## config.mk

```make
export PLATFORM = sky130hd
export DESIGN_NAME = claim_parser
export DESIGN_NICKNAME = d
export VERILOG_FILES = /design/src/rtl/claim_parser.sv
export SDC_FILE = /design/constraint.sdc
export NUM_CORES = 1
export LEC_CHECK = 0
export BUFFER_PORTS_ARGS = -buffer_cell sky130_fd_sc_hd__clkbuf_2
export CAP_MARGIN = 10
export CORE_ASPECT_RATIO = 0.8
export CORE_MARGIN = 3
export CORE_UTILIZATION = 58
export DETAILED_ROUTE_END_ITERATION = 10
export PLACE_DENSITY = 0.8
export SETUP_SLACK_MARGIN = 0.3
export SLEW_MARGIN = 20
export SYNTH_ARGS = -nofsm -noshare
export SYNTH_HDL_FRONTEND = slang
export SYNTH_SLANG_ARGS = --single-unit
```

## constraint.sdc

```tcl
create_clock -name clk -period 4.9 [get_ports clk]
set_clock_uncertainty 0.05 [all_clocks]
set_input_delay 0.49 -clock clk [delete_from_list [all_inputs] [get_ports clk]]
set_output_delay 0.49 -clock clk [all_outputs]
set_load 0.1 [all_outputs]
```

## src/rtl/claim_parser.sv

```systemverilog
// claim_parser: streaming parser for a claim list of lines of the form
// "#<id> @ <x>,<y>: <w>x<h>\n". Each well-formed line becomes one packed
// {x, y, w, h} record written to a claim store.
//
// Parameters:
//   MAX_CLAIMS  claim-store depth; writing one more record is a fatal error
//   FW          width of each numeric field (x, y, w, h), FW >= 4
//   AW          claim-store address width
// Ports:
//   clk, rst            clock, asynchronous active-high reset
//   in_valid/in_char    one ASCII character per accepted cycle
//   in_last             marks in_char as the final character of the list
//   in_ready            parser can take a character (state-only, no in_valid path)
//   wr_en/wr_addr/wr_data  registered one-cycle claim-store write
//   claim_count         records written so far
//   done                sticky, list complete
//   error               sticky fatal error (parse without resync, or overflow)
//   err_count           malformed lines skipped (resync builds, else 0)
//
// Build option: define CLAIM_PARSER_RESYNC_EN to skip malformed lines
// (counted in err_count) instead of stopping in ERROR. Store overflow is
// fatal in both builds.
module claim_parser #(
  parameter int MAX_CLAIMS = 1236,
  parameter int FW         = 10,
  parameter int AW         = 11
) (
  input  logic            clk,
  input  logic            rst,
  input  logic            in_valid,
  input  logic [7:0]      in_char,
  input  logic            in_last,
  output logic            in_ready,
  output logic            wr_en,
  output logic [AW-1:0]   wr_addr,
  output logic [4*FW-1:0] wr_data,
  output logic [AW-1:0]   claim_count,
  output logic            done,
  output logic            error,
  output logic [7:0]      err_count
);

  localparam logic [7:0] CH_HASH  = 8'h23;
  localparam logic [7:0] CH_SP    = 8'h20;
  localparam logic [7:0] CH_AT    = 8'h40;
  localparam logic [7:0] CH_COMMA = 8'h2C;
  localparam logic [7:0] CH_COLON = 8'h3A;
  localparam logic [7:0] CH_X     = 8'h78;
  localparam logic [7:0] CH_NL    = 8'h0A;
  localparam logic [7:0] CH_CR    = 8'h0D;

  // SKIP is only reachable in resync builds (discarding a malformed line).
  typedef enum logic [3:0] {
    IDLE, ID, SEP_AT, X, Y, SEP_COLON, W, H, DONE, ERROR, SKIP
  } state_t;

  state_t        state, state_n;
  logic [FW-1:0] acc, acc_n;       // field being accumulated
  logic          nd, nd_n;         // current field has at least one digit
  logic [FW-1:0] x_q, y_q, w_q, x_n, y_n, w_n;
  logic [FW-1:0] h_val;
  logic          wr_go, emit, perr;

  logic          take, is_digit, is_nl, acc_ovf;
  logic [3:0]    dval;
  logic [FW+3:0] acc_ext, acc_mul;

  assign in_ready = (state != DONE) && (state != ERROR);
  assign done     = (state == DONE);
  assign error    = (state == ERROR);

  assign take     = in_valid && in_ready;
  assign is_digit = (in_char >= 8'h30) && (in_char <= 8'h39);
  assign is_nl    = (in_char == CH_NL);
  assign dval     = in_char[3:0];
  // acc*10 + digit at FW+4 bits; anything in the top nibble is out of range.
  assign acc_ext  = {4'd0, acc};
  assign acc_mul  = (acc_ext << 3) + (acc_ext << 1) + {{FW{1'b0}}, dval};
  assign acc_ovf  = |acc_mul[FW+3:FW];

`ifdef CLAIM_PARSER_RESYNC_EN
  logic       err_inc;
  logic [7:0] err_cnt_q;
`endif

  always_comb begin
    state_n = state;
    acc_n   = acc;
    nd_n    = nd;
    x_n     = x_q;
    y_n     = y_q;
    w_n     = w_q;
    h_val   = acc;
    emit    = 1'b0;
    perr    = 1'b0;
    wr_go   = 1'b0;
`ifdef CLAIM_PARSER_RESYNC_EN
    err_inc = 1'b0;
`endif
    if (take) begin
      if (in_char == CH_CR) begin
        // CR never changes parse state; it only matters if it ends the list.
        if (in_last) begin
          if (state == IDLE || state == SKIP) state_n = DONE;
          else if (state == H && nd)          emit    = 1'b1;
          else                                perr    = 1'b1;
        end
      end else begin
        unique case (state)
          IDLE:
            if (in_char == CH_HASH) begin
              state_n = ID;
              nd_n    = 1'b0;
            end else if (!is_nl) perr = 1'b1;
          ID:
            if (is_digit) nd_n = 1'b1;
            else if (in_char == CH_SP && nd) state_n = SEP_AT;
            else perr = 1'b1;
          SEP_AT:
            if (is_digit) begin
              acc_n   = {{(FW-4){1'b0}}, dval};
              nd_n    = 1'b1;
              state_n = X;
            end else if (in_char != CH_SP && in_char != CH_AT) perr = 1'b1;
          X, Y, W:
            if (is_digit) begin
              if (acc_ovf) perr = 1'b1;
              else begin
                acc_n = acc_mul[FW-1:0];
                nd_n  = 1'b1;
              end
            end else if (state == X && in_char == CH_COMMA) begin
              x_n = acc; acc_n = '0; nd_n = 1'b0; state_n = Y;
            end else if (state == Y && in_char == CH_COLON && nd) begin
              y_n = acc; acc_n = '0; nd_n = 1'b0; state_n = SEP_COLON;
            end else if (state == W && in_char == CH_X) begin
              w_n = acc; acc_n = '0; nd_n = 1'b0; state_n = H;
            end else perr = 1'b1;
          SEP_COLON:
            if (is_digit) begin
              acc_n   = {{(FW-4){1'b0}}, dval};
              nd_n    = 1'b1;
              state_n = W;
            end else if (in_char != CH_SP) perr = 1'b1;
          H:
            if (is_digit) begin
              if (acc_ovf) perr = 1'b1;
              else begin
                acc_n = acc_mul[FW-1:0];
                nd_n  = 1'b1;
                // A list ending on a digit closes the record with that digit.
                if (in_last) begin
                  emit  = 1'b1;
                  h_val = acc_mul[FW-1:0];
                end
              end
            end else if (is_nl && nd) emit = 1'b1;
            else perr = 1'b1;
          SKIP:
            if (is_nl) state_n = IDLE;
          default: ;
        endcase
        // End of list anywhere other than a line boundary is malformed.
        if (in_last && !perr && !emit) begin
          if ((state == IDLE && is_nl) || state == SKIP) state_n = DONE;
          else perr = 1'b1;
        end
      end

      if (emit) begin
        if (claim_count == AW'(MAX_CLAIMS)) state_n = ERROR;
        else begin
          wr_go   = 1'b1;
          state_n = in_last ? DONE : IDLE;
          acc_n   = '0;
          nd_n    = 1'b0;
        end
      end

      if (perr) begin
`ifdef CLAIM_PARSER_RESYNC_EN
        // Drop the line; a newline that triggered the error already ends it.
        err_inc = 1'b1;
        acc_n   = '0;
        nd_n    = 1'b0;
        state_n = in_last ? DONE : (is_nl ? IDLE : SKIP);
`else
        state_n = ERROR;
`endif
      end
    end
  end

  always_ff @(posedge clk or posedge rst) begin
    if (rst) begin
      state       <= IDLE;
      acc         <= '0;
      nd          <= 1'b0;
      x_q         <= '0;
      y_q         <= '0;
      w_q         <= '0;
      wr_en       <= 1'b0;
      wr_addr     <= '0;
      wr_data     <= '0;
      claim_count <= '0;
    end else begin
      state <= state_n;
      acc   <= acc_n;
      nd    <= nd_n;
      x_q   <= x_n;
      y_q   <= y_n;
      w_q   <= w_n;
      wr_en <= wr_go;
      if (wr_go) begin
        wr_addr     <= claim_count;
        wr_data     <= {x_q, y_q, w_q, h_val};
        claim_count <= claim_count + AW'(1);
      end
    end
  end

`ifdef CLAIM_PARSER_RESYNC_EN
  always_ff @(posedge clk or posedge rst) begin
    if (rst)                               err_cnt_q <= '0;
    else if (err_inc && err_cnt_q != 8'hFF) err_cnt_q <= err_cnt_q + 8'd1;
  end
  assign err_count = err_cnt_q;
`else
  assign err_count = '0;
`endif

endmodule

```

==> run metrics <==
Final Util 0.6729; CP Max Fanout 19; Area Growth Syn to Fin 11.48%; Max transition margin 0.4194; row cnt 33; Net count, final 689; Final HPWL DP 11540 µm; Post-synth EDFFs 0; Cell Area, Synth 6256 µm²; Initial DRT Pass Iterations 5; Final setup violation count 0; Synth cell types 78; leakage 0.003339 µW; die width 122.1 µm; cell taking the most area after synthesis dfrtp_1; worst path required time 5.08 ns; RD Place Congestion 0.9185; Antenna Nets Post-Route 0; via count 5090; Chip Height 98.89 µm; clk_lat worst skew 0.35 ns; hold crit path type in2async; Cell Area, Placed 6685 µm²; drt drc 0; boundary pin count 86; Post-synth ARST share 1.000; CTS tree yes; clk sinks 108; Worst Max-Slew Pin Slew 0.8662 ns; initial drt markers 392; DP Worst Slack 0.7243 ns; Yosys top cell area share 0.4320; register area share after synthesis 0.4320; IO buf count 77; core area 10360 µm²; Die ar. 12080 µm²; share of cells above drive strength 1 0.2914; vias in the first global route 4696; setup TNS 0 ns; element type at the critical path end register; Post-Syn Area per Cell 10.59 µm²; largest net degree at the start of global routing 59; synthesized netlist cell count 591; Longest Clk Path Bufs 2; initial core utilization 0.6036; fin area 6974 µm²; Max Freq 246.7 MHz; post-DR wirelength/cell 19.87 µm; first-pass GRT wire length 25410 µm; htree depth 3; crit path DAT 4.24 ns; YS warnings 0; initial antenna violation count 0; grt ovf 0; status complete, no violations; top cells by area, synth dfrtp_1 43%, mux2_2 11%, ha_1 4.2%; Fin. Hold Viols 0; antenna cells 0; CTS Hold Buffers Added 0; synthesis-stage register bit count 108; Pins Over Slew Limit 0; min setup slack post-route 0.8464 ns; Crit Path Class reg2reg; WL final 15880 µm; VDD IR max 0.0001592 V; unrepaired setup endpoints after global routing false; cts bufs inserted 9; period utilisation layout 0.8273; main flop type after synthesis dfrtp_1; CTS resizes 0; PD cells 239.3 nW/µm²; Total GRT Usage 0.2668; CTS clk-pin slew, worst paths 0.08 ns; post-CTS setup buffers 0; minimum clock period 4.054 ns; Max Cap Viol 0; Worst Setup Start Kind register; vias per cell 6.370; CTS root buffer clkbuf_16
[Yosys cell counts, types with 10 or more instances]
master	instances
inv_1	21
a21oi_1	20
nand4_1	14
ha_1	21
xor2_1	12
mux2_2	60
nor2_1	26
buf_4	12
clkbuf_1	16
dfrtp_1	108
nand2_1	39
o21ai_0	47
nor3_1	10
[final timing paths]
path	start	to	slack, ns	cells past startpoint
max	acc[2]	wr_data[30]	0.85	13
min	rst	y_q[3]	0.19	2
max reg2reg	acc[2]	wr_data[30]	0.85	13
min reg2reg	w_q[6]	w_q[6]	0.45	2
max in group asynchronous	rst	claim_count[8]	3.52	3
min in group clk	in_valid	nd	0.43	3
[stage by stage]
step                      power, µW  std cells  hold WS [ns]
after floorplan               969.9        598        0.3944
after global placement        983.2        783        0.4074
after detailed placement      984.5        783        0.4253
after CTS                      1679        799        0.2122
after global routing           1723        799        0.2493
final                          1669        799        0.1873
[critical path: stages (launching register included)]
cell      delay (ns)
dfrtp_1         0.47
inv_1           0.16
fa_1            0.56
inv_1           0.06
ha_1            0.31
a211oi_2        0.25
o211ai_1        0.17
a2111o_1        0.51
nor3_2          0.28
a31oi_4         0.11
buf_4           0.21
nor2_2          0.10
buf_4           0.30
mux2_2          0.38
[cell families (layout without fill, tap and decap cells)]
kind of cell	count (synthesis)	in the layout	share of synthesized area
other	1	8	0.0005994
multiplexers	73	73	0.1352
flip-flops	108	108	0.4320
XOR/XNOR	18	18	0.02520
buffers and inverters	61	122	0.04820
adder cells (fa/ha/maj)	23	23	0.04840
AND/OR/NAND/NOR	161	161	0.1494
AO/OA/AOI/OAI	146	146	0.1610
[per-layer routing]
layer	vias up	global-route usage	share of wire
li1	2307	-	-
met1	2507	0.4179	0.47
met2	253	0.3761	0.43
met3	23	0.05393	0.083
met4	0	0.07143	0.014
met5	-	0	0
[where the power goes]
| group | leakage (µW) | switching (µW) | total (µW) | internal, µW |
|---|---|---|---|---|
| clock | 0.000134 | 346 | 702 | 356 |
| combinational | 0.00174 | 63.9 | 75.9 | 12.0 |
| sequential | 0.00146 | 0.264 | 891 | 890 |
| total | 0.00334 | 410 | 1670 | 1260 |
[flip-flops by register name (all words and copies together), names as in the netlist, 4 cells and up]
| name | count |
|---|---|
| claim_count | 11 |
| w_q | 10 |
| wr_data | 40 |
| state | 4 |
| x_q | 10 |
| acc | 10 |
| y_q | 10 |
| wr_addr | 11 |
[cells in the final DEF (no fill, tap or decap), types with 9 or more instances in the layout]
cell / instances
dfrtp_1: 108
clkbuf_2: 77
mux2_2: 60
o21ai_0: 47
nand2_1: 39
nor2_1: 25
ha_1: 21
inv_1: 20
a21oi_1: 20
nand4_1: 14
xor2_1: 12
nor3_1: 10
and2_1: 9
clkbuf_16: 9
[cell type report]
type	instances	area, µm²
Clock buffer	10	229.0
Clock inverter	6	60.06
Fill cell	790	3390
Inverter	21	81.33
Multi-Input combinational cell	429	3281
Sequential cell	108	2703
Tap cell	140	175.2
Timing Repair Buffer	85	445.4
Note: power is estimated with default switching activity, not from simulation.
